File: src/rtl/char_sweep_pkg.sv
// rtl/char_sweep_pkg.sv - shared types and helpers for the characterization sweep sequencer
// Holds the FSM state encoding, the arc encoding and the result address width helper.
package char_sweep_pkg;

   localparam int ARC_W = 2;

   typedef enum logic [2:0] {
      ST_IDLE,
      ST_CFG,
      ST_CFG_SETTLE,
      ST_TOGGLE,
      ST_SETTLE,
      ST_MEAS,
      ST_WRITE,
      ST_DONE
   } state_t;

   typedef enum logic [ARC_W-1:0] {
      A1_FALL = 2'd0,
      A1_RISE = 2'd1,
      A2_FALL = 2'd2,
      A2_RISE = 2'd3
   } arc_t;

   // Result address is {arc, slope_idx, capa_idx}.
   function automatic int res_addr_w(input int idx_w);
      return ARC_W + 2 * idx_w;
   endfunction

endpackage

File: src/rtl/char_sweep_if.sv
// rtl/char_sweep_if.sv - sweep control, stimulus, measurement and result-write signal bundle
// master = sequencer side, slave = front end / result RAM / host side.
interface char_sweep_if #(
   parameter int IDX_W  = 3,
   parameter int DATA_W = 32
);

   localparam int ADDR_W = char_sweep_pkg::res_addr_w(IDX_W);

   logic              start;
   logic              busy;
   logic              done;
   logic [IDX_W-1:0]  slope_idx;
   logic [IDX_W-1:0]  capa_idx;
   logic              cfg_load;
   logic              din1;
   logic              din2;
   logic              meas_req;
   logic              meas_ack;
   logic [DATA_W-1:0] meas_data;
   logic              res_we;
   logic [ADDR_W-1:0] res_addr;
   logic [DATA_W-1:0] res_data;
   logic              timeout_err;

   modport master (
      input  start,
      input  meas_ack,
      input  meas_data,
      output busy,
      output done,
      output slope_idx,
      output capa_idx,
      output cfg_load,
      output din1,
      output din2,
      output meas_req,
      output res_we,
      output res_addr,
      output res_data,
      output timeout_err
   );

   modport slave (
      output start,
      output meas_ack,
      output meas_data,
      input  busy,
      input  done,
      input  slope_idx,
      input  capa_idx,
      input  cfg_load,
      input  din1,
      input  din2,
      input  meas_req,
      input  res_we,
      input  res_addr,
      input  res_data,
      input  timeout_err
   );

endinterface

File: src/rtl/char_settle_timer.sv
// rtl/char_settle_timer.sv - loadable down-counter shared by settle and measurement-timeout waits
// Loading N-1 on start makes expired rise on the Nth cycle after the load.
module char_settle_timer #(
   parameter int CNT_W = 8
) (
   input  logic             clk,
   input  logic             rst,
   input  logic             start,
   input  logic [CNT_W-1:0] load_val,
   output logic             expired
);

   logic [CNT_W-1:0] cnt_q;
   logic [CNT_W-1:0] cnt_d;

   always_comb begin
      cnt_d = cnt_q;
      if (start) begin
         cnt_d = load_val;
      end else if (cnt_q != '0) begin
         cnt_d = cnt_q - 1'b1;
      end
   end

   always_ff @(posedge clk or posedge rst) begin
      if (rst) begin
         cnt_q <= '0;
      end else begin
         cnt_q <= cnt_d;
      end
   end

   assign expired = (cnt_q == '0);

endmodule

File: src/rtl/char_sweep_ctrl.sv
// rtl/char_sweep_ctrl.sv - slope x load grid sequencer driving four input arcs per point
// Optional measurement timeout is enabled by defining CHAR_SWEEP_TIMEOUT_EN.
module char_sweep_ctrl
   import char_sweep_pkg::*;
#(
   parameter int NB_SLOPES   = 7,
   parameter int NB_CAPA     = 7,
   parameter int IDX_W       = 3,
   parameter int SETTLE_CYC  = 7,
   parameter int DATA_W      = 32,
   parameter int TIMEOUT_CYC = 255
) (
   input  logic         clk,
   input  logic         rst,
   char_sweep_if.master bus
);

   if (SETTLE_CYC < 1 || TIMEOUT_CYC < 1 ||
       (1 << IDX_W) < NB_SLOPES || (1 << IDX_W) < NB_CAPA) begin : g_bad_params
      $error("char_sweep_ctrl: invalid parameter set");
   end

`ifdef CHAR_SWEEP_TIMEOUT_EN
   localparam int TMR_MAX = (TIMEOUT_CYC > SETTLE_CYC) ? TIMEOUT_CYC : SETTLE_CYC;
`else
   localparam int TMR_MAX = SETTLE_CYC;
`endif
   localparam int TMR_W = $clog2(TMR_MAX + 1);
   localparam logic [TMR_W-1:0] SETTLE_LOAD = TMR_W'(SETTLE_CYC - 1);
`ifdef CHAR_SWEEP_TIMEOUT_EN
   localparam logic [TMR_W-1:0] TIMEOUT_LOAD = TMR_W'(TIMEOUT_CYC - 1);
`endif
   localparam logic [IDX_W-1:0] LAST_SLOPE = IDX_W'(NB_SLOPES - 1);
   localparam logic [IDX_W-1:0] LAST_CAPA  = IDX_W'(NB_CAPA - 1);

   state_t            state_q, state_d;
   arc_t              arc_q, arc_d;
   logic [IDX_W-1:0]  slope_q, slope_d;
   logic [IDX_W-1:0]  capa_q, capa_d;
   logic              din1_q, din1_d;
   logic              din2_q, din2_d;
   logic [DATA_W-1:0] data_q, data_d;
`ifdef CHAR_SWEEP_TIMEOUT_EN
   logic              timeout_err_q, timeout_err_d;
`endif

   logic             tmr_start;
   logic [TMR_W-1:0] tmr_val;
   logic             tmr_expired;

   char_settle_timer #(
      .CNT_W (TMR_W)
   ) u_timer (
      .clk      (clk),
      .rst      (rst),
      .start    (tmr_start),
      .load_val (tmr_val),
      .expired  (tmr_expired)
   );

   always_comb begin
      state_d   = state_q;
      arc_d     = arc_q;
      slope_d   = slope_q;
      capa_d    = capa_q;
      din1_d    = din1_q;
      din2_d    = din2_q;
      data_d    = data_q;
`ifdef CHAR_SWEEP_TIMEOUT_EN
      timeout_err_d = timeout_err_q;
`endif
      tmr_start = 1'b0;
      tmr_val   = SETTLE_LOAD;

      case (state_q)
         ST_IDLE: begin
            if (bus.start) begin
               state_d = ST_CFG;
               arc_d   = A1_FALL;
               slope_d = '0;
               capa_d  = '0;
`ifdef CHAR_SWEEP_TIMEOUT_EN
               timeout_err_d = 1'b0;
`endif
            end
         end
         ST_CFG: begin
            tmr_start = 1'b1;
            state_d   = ST_CFG_SETTLE;
         end
         ST_CFG_SETTLE: begin
            if (tmr_expired) begin
               state_d = ST_TOGGLE;
            end
         end
         ST_TOGGLE: begin
            // din flops update at the end of this cycle, so the edge lands in SETTLE.
            case (arc_q)
               A1_FALL: din1_d = 1'b0;
               A1_RISE: din1_d = 1'b1;
               A2_FALL: din2_d = 1'b0;
               A2_RISE: din2_d = 1'b1;
            endcase
            tmr_start = 1'b1;
            state_d   = ST_SETTLE;
         end
         ST_SETTLE: begin
            if (tmr_expired) begin
               state_d = ST_MEAS;
`ifdef CHAR_SWEEP_TIMEOUT_EN
               tmr_start = 1'b1;
               tmr_val   = TIMEOUT_LOAD;
`endif
            end
         end
         ST_MEAS: begin
            if (bus.meas_ack) begin
               data_d  = bus.meas_data;
               state_d = ST_WRITE;
`ifdef CHAR_SWEEP_TIMEOUT_EN
            end else if (tmr_expired) begin
               data_d        = '1;
               timeout_err_d = 1'b1;
               state_d       = ST_WRITE;
`endif
            end
         end
         ST_WRITE: begin
            if (arc_q != A2_RISE) begin
               arc_d   = arc_t'(arc_q + 2'd1);
               state_d = ST_TOGGLE;
            end else begin
               arc_d = A1_FALL;
               if (slope_q == LAST_SLOPE && capa_q == LAST_CAPA) begin
                  slope_d = '0;
                  capa_d  = '0;
                  state_d = ST_DONE;
               end else begin
                  state_d = ST_CFG;
                  if (capa_q == LAST_CAPA) begin
                     capa_d  = '0;
                     slope_d = slope_q + 1'b1;
                  end else begin
                     capa_d = capa_q + 1'b1;
                  end
               end
            end
         end
         ST_DONE: begin
            state_d = ST_IDLE;
         end
         default: begin
            state_d = ST_IDLE;
         end
      endcase
   end

   always_ff @(posedge clk or posedge rst) begin
      if (rst) begin
         state_q <= ST_IDLE;
         arc_q   <= A1_FALL;
         slope_q <= '0;
         capa_q  <= '0;
         din1_q  <= 1'b1;
         din2_q  <= 1'b1;
         data_q  <= '0;
`ifdef CHAR_SWEEP_TIMEOUT_EN
         timeout_err_q <= 1'b0;
`endif
      end else begin
         state_q <= state_d;
         arc_q   <= arc_d;
         slope_q <= slope_d;
         capa_q  <= capa_d;
         din1_q  <= din1_d;
         din2_q  <= din2_d;
         data_q  <= data_d;
`ifdef CHAR_SWEEP_TIMEOUT_EN
         timeout_err_q <= timeout_err_d;
`endif
      end
   end

   assign bus.busy      = (state_q != ST_IDLE) && (state_q != ST_DONE);
   assign bus.done      = (state_q == ST_DONE);
   assign bus.cfg_load  = (state_q == ST_CFG);
   assign bus.meas_req  = (state_q == ST_MEAS);
   assign bus.res_we    = (state_q == ST_WRITE);
   assign bus.res_addr  = (state_q == ST_WRITE) ? {arc_q, slope_q, capa_q} : '0;
   assign bus.res_data  = (state_q == ST_WRITE) ? data_q : '0;
   assign bus.slope_idx = slope_q;
   assign bus.capa_idx  = capa_q;
   assign bus.din1      = din1_q;
   assign bus.din2      = din2_q;
`ifdef CHAR_SWEEP_TIMEOUT_EN
   assign bus.timeout_err = timeout_err_q;
`else
   assign bus.timeout_err = 1'b0;
`endif

endmodule
File: src/flat_wrapper.sv
// flat-port wrapper written by rule: the top's interface ports become plain ports
module char_sweep_ctrl_flat import char_sweep_pkg::*;
#(
   parameter int NB_SLOPES   = 7,
   parameter int NB_CAPA     = 7,
   parameter int IDX_W       = 3,
   parameter int SETTLE_CYC  = 7,
   parameter int DATA_W      = 32,
   parameter int TIMEOUT_CYC = 255
)
  (clk, rst, bus_start, bus_meas_ack, bus_meas_data, bus_busy, bus_done, bus_slope_idx, bus_capa_idx, bus_cfg_load, bus_din1, bus_din2, bus_meas_req, bus_res_we, bus_res_addr, bus_res_data, bus_timeout_err);
  char_sweep_if #(.IDX_W(IDX_W), .DATA_W(DATA_W)) bus_i ();
  input  logic clk;
  input  logic rst;
  input wire logic [$bits(bus_i.start)-1:0] bus_start;
  input wire logic [$bits(bus_i.meas_ack)-1:0] bus_meas_ack;
  input wire logic [$bits(bus_i.meas_data)-1:0] bus_meas_data;
  output wire logic [$bits(bus_i.busy)-1:0] bus_busy;
  output wire logic [$bits(bus_i.done)-1:0] bus_done;
  output wire logic [$bits(bus_i.slope_idx)-1:0] bus_slope_idx;
  output wire logic [$bits(bus_i.capa_idx)-1:0] bus_capa_idx;
  output wire logic [$bits(bus_i.cfg_load)-1:0] bus_cfg_load;
  output wire logic [$bits(bus_i.din1)-1:0] bus_din1;
  output wire logic [$bits(bus_i.din2)-1:0] bus_din2;
  output wire logic [$bits(bus_i.meas_req)-1:0] bus_meas_req;
  output wire logic [$bits(bus_i.res_we)-1:0] bus_res_we;
  output wire logic [$bits(bus_i.res_addr)-1:0] bus_res_addr;
  output wire logic [$bits(bus_i.res_data)-1:0] bus_res_data;
  output wire logic [$bits(bus_i.timeout_err)-1:0] bus_timeout_err;
  assign bus_i.start = bus_start;
  assign bus_i.meas_ack = bus_meas_ack;
  assign bus_i.meas_data = bus_meas_data;
  assign bus_busy = bus_i.busy;
  assign bus_done = bus_i.done;
  assign bus_slope_idx = bus_i.slope_idx;
  assign bus_capa_idx = bus_i.capa_idx;
  assign bus_cfg_load = bus_i.cfg_load;
  assign bus_din1 = bus_i.din1;
  assign bus_din2 = bus_i.din2;
  assign bus_meas_req = bus_i.meas_req;
  assign bus_res_we = bus_i.res_we;
  assign bus_res_addr = bus_i.res_addr;
  assign bus_res_data = bus_i.res_data;
  assign bus_timeout_err = bus_i.timeout_err;
  char_sweep_ctrl #(.NB_SLOPES(NB_SLOPES), .NB_CAPA(NB_CAPA), .IDX_W(IDX_W), .SETTLE_CYC(SETTLE_CYC), .DATA_W(DATA_W), .TIMEOUT_CYC(TIMEOUT_CYC)) u_core (.clk(clk), .rst(rst), .bus(bus_i));
endmodule
File: config.mk
export PLATFORM = sky130hd
export DESIGN_NAME = char_sweep_ctrl_flat
export DESIGN_NICKNAME = d
export VERILOG_FILES = /design/src/rtl/char_sweep_pkg.sv /design/src/rtl/char_sweep_if.sv /design/src/rtl/char_settle_timer.sv /design/src/rtl/char_sweep_ctrl.sv /design/src/flat_wrapper.sv
export SDC_FILE = /design/constraint.sdc
export NUM_CORES = 1
export LEC_CHECK = 0
export ABC_AREA = 0
export BUFFER_PORTS_ARGS = -buffer_cell sky130_fd_sc_hd__buf_2
export CAP_MARGIN = 10
export CORE_MARGIN = 2
export CORE_UTILIZATION = 39
export CTS_BUF_LIST = sky130_fd_sc_hd__clkbuf_8 sky130_fd_sc_hd__clkbuf_16
export DETAILED_ROUTE_END_ITERATION = 7
export PLACE_DENSITY_LB_ADDON = 0.08
export SLEW_MARGIN = 20
export SYNTH_ARGS = -nofsm -noshare
export SYNTH_HDL_FRONTEND = slang
export SYNTH_SLANG_ARGS = --single-unit
File: constraint.sdc
create_clock -name clk -period 1.9 [get_ports clk]
set_clock_uncertainty 0.05 [all_clocks]
set_input_delay 0.095 -clock clk [delete_from_list [all_inputs] [get_ports clk]]
set_output_delay 0.095 -clock clk [all_outputs]
set_load 0.1 [all_outputs]
==> qor.yml <==
outcome:
  outcome: "completed"
critical_path:
  r2r_start: "u_core.state_q[0]"
  arrival_ps: 1630
  cp.required_ps: 1750
  crit_fanout: 7
  crit_path_start_kind: "register"
  end_kind: "output port"
  crit_path_start: "u_core.state_q[0]"
  path_class: "reg2out"
route:
  first_pass_iters: 6
  wl_met2_um: 2780
  wl_met3_um: 467
  routed.top_layer: "met4"
  drc_errors: 0
  drt-met1-wl_um: 2450
  ant_nets: 0
  wl_um: 5770
  viasPerCell: 4.79
  wl_per_cell_um: 13.5
  drt_iter0_markers: 84
  dr_total_vias: 2040
floorplanning:
  rows: 28
  initial_utilization: 0.409
  io_pins: 90
  core_region_area_sq_mm: 0.00599
  die_h_um: 83.3
  chipWidth_um: 83.3
  die_area_sq_mm: 0.00693
sta:
  slew_headroom: 0.666
  rsz0062_at_grt: "false"
  drv_slew: 0
  max_freq_ghz: 0.563
  fin_crit_sh: 0.935
  finalHoldViolations: 0
  setup_viol: 0
  tightest_slew_ps: 500
  finalSetupTns_ps: 0
  fin_ws_ps: 123
  period_needed_ps: 1780
place:
  place_congestion: 0.828
  place_worst_setup_slack_ps: 218
  placed_cell_area_sq_mm: 0.00357
  dp_hpwl_um: 4080
  io_buffers: 88
global_route:
  grt_pass1_wl_um: 9940
  grt_max_degree: 33
  antenna_found_initial: 0
  first_global_vias: 2183
  gr-total-overflow: 0
  grt_util_all_layers: 0.176
yosys:
  synth-seq-cells: 48
  ys_seq_area_frac: 0.491
  synth_cells: 223
  synth_area_sq_mm: 0.00245
  syn_area_per_cell_sq_um: 11.0
  synth.distinct_cells: 40
  syn_nets: 267
  yosysWarnings: 0
power:
  leakage_nw: 1.91
  ir_drop_mv: 0.707
  powerDensity_mw_per_mm2: 1280
  report.power.total_mw: 5.21
clock_tree:
  clk_root_buffer_cell: "clkbuf_8"
  clock_latency_ps: 300
  clkTransAtPathRegs_ps: 90
  cts_sinks: 48
  cts_made_buffers: 5
  clockBufferDepth: 2
  htree_levels: 2
  cts_tree: "yes"
final_layout:
  synthToLayoutAreaGrowth_pct: 65.9
  mostFrequentLayoutCells: "51 x buf_2, 39 x dfrtp_1, 37 x buf_12"
  drive_gt1_frac: 0.490
  fin_area_sq_mm: 0.00407
  finalNetCount: 394
  layout_commonest_cell: "buf_2"
  antenna_cells: 0
min_path:
  min_from: "bus_start"
  hp-class: "in2reg"
run:
  cap_viol_max_count: 0
cell usage after synthesis (all sizes together):
| master | n | area (sq um) |
|---|---|---|
| a21o | 2 | 16.3 |
| a21oi | 4 | 20.0 |
| a22o | 4 | 36.3 |
| and2 | 34 | 213 |
| and3 | 1 | 7.51 |
| buf | 9 | 72.6 |
| clkbuf | 3 | 11.3 |
| conb | 1 | 3.75 |
| dfrtp | 46 | 1150 |
| dfstp | 2 | 52.6 |
| ha | 8 | 100 |
| inv | 12 | 45.0 |
| mux2 | 34 | 383 |
| mux2i | 1 | 10.0 |
| nand2 | 18 | 70.1 |
| nand2b | 1 | 6.26 |
| nand3 | 1 | 5.00 |
| nand3b | 2 | 27.5 |
| nand4b | 2 | 17.5 |
| nor2 | 18 | 75.1 |
| nor2b | 1 | 6.26 |
| nor3 | 2 | 10.0 |
| nor4 | 2 | 12.5 |
| o211ai | 1 | 7.51 |
| o21ai | 7 | 35.0 |
| o22ai | 2 | 12.5 |
| o31ai | 2 | 15.0 |
| o32ai | 1 | 8.76 |
| or3b | 1 | 11.3 |
| xnor2 | 1 | 8.76 |
cell type report:
cell class | instances | area (sq um)
fillers | 445 | 1920
repair buffers | 132 | 1430
flip-flops and latches | 48 | 1210
multi-input cells | 151 | 1170
well taps | 75 | 93.8
clock buffers | 6 | 82.6
inverters | 12 | 45.0
clock inverters | 2 | 38.8
through the flow:
stage           util  instances  hold WS (ps)
2_1_floorplan      -        223           158
3_3_place_gp   0.596        382          96.8
3_5_place_dp   0.596        382          99.5
4_1_cts        0.671        423          1.81
5_1_grt        0.679        426           196
6_report       0.679        426           107
path summary, 6_finish.rpt:
check,to,slack [ps],cells after the start
max reg2reg,u_core.data_q[13],240,4
max,bus_res_addr[2],120,4
min in group asynchronous,u_core.data_q[3],310,3
min,u_core.arc_q[0],110,4
max in group asynchronous,u_core.bus.din2,890,4
min reg2reg,u_core.data_q[1],450,1
registers in the layout (all words and copies together), names as in the netlist:
register,cells
u_core.bus.din2,1
u_core.arc_q,2
u_core.u_timer.cnt_q,3
u_core.bus.din1,1
u_core.bus.capa_idx,3
u_core.data_q,32
u_core.bus.slope_idx,3
u_core.state_q,3
what timing repair did:
item | in CTS | in global routing
hold buffers | 33 | 1
gates cloned | 0 | 0
buffers inserted | 0 | 2
endpoints found under the setup margin | 39 | 29
hold endpoints to repair | 53 | 1
resized for setup | 1 | 7
report_power, final:
part	internal [mW]	switching (mW)	leakage (nW)
combinational	1.08	1.66	1.27
clock	0.431	0.350	0.0614
sequential	1.46	0.228	0.583
total	2.97	2.24	1.91
per-layer routing:
layer / vias to the layer above / track usage
met4: 0 / 0.0537
met1: 973 / 0.212
met2: 66 / 0.295
met3: 7 / 0.0626
li1: 994 / -
met5: - / 0
logic make-up (layout without fill, tap and decap cells):
group / after synthesis / in the layout / share of synthesized area
AND/OR/NAND/NOR: 83 / 83 / 0.188
multiplexers: 35 / 35 / 0.160
other: 1 / 1 / 0.00153
AO/OA/AOI/OAI: 23 / 23 / 0.0618
buffers and inverters: 24 / 152 / 0.0526
XOR/XNOR: 1 / 1 / 0.00357
flip-flops: 48 / 48 / 0.491
adder cells (fa/ha/maj): 8 / 8 / 0.0408
worst max-delay path, cell delays in order, from the launching register on:
cell	delay [ps]
dfrtp_2	450
nand3b_4	190
buf_4	190
nor2_4	70
buf_2	420
Power figures use the tool's default switching activity.
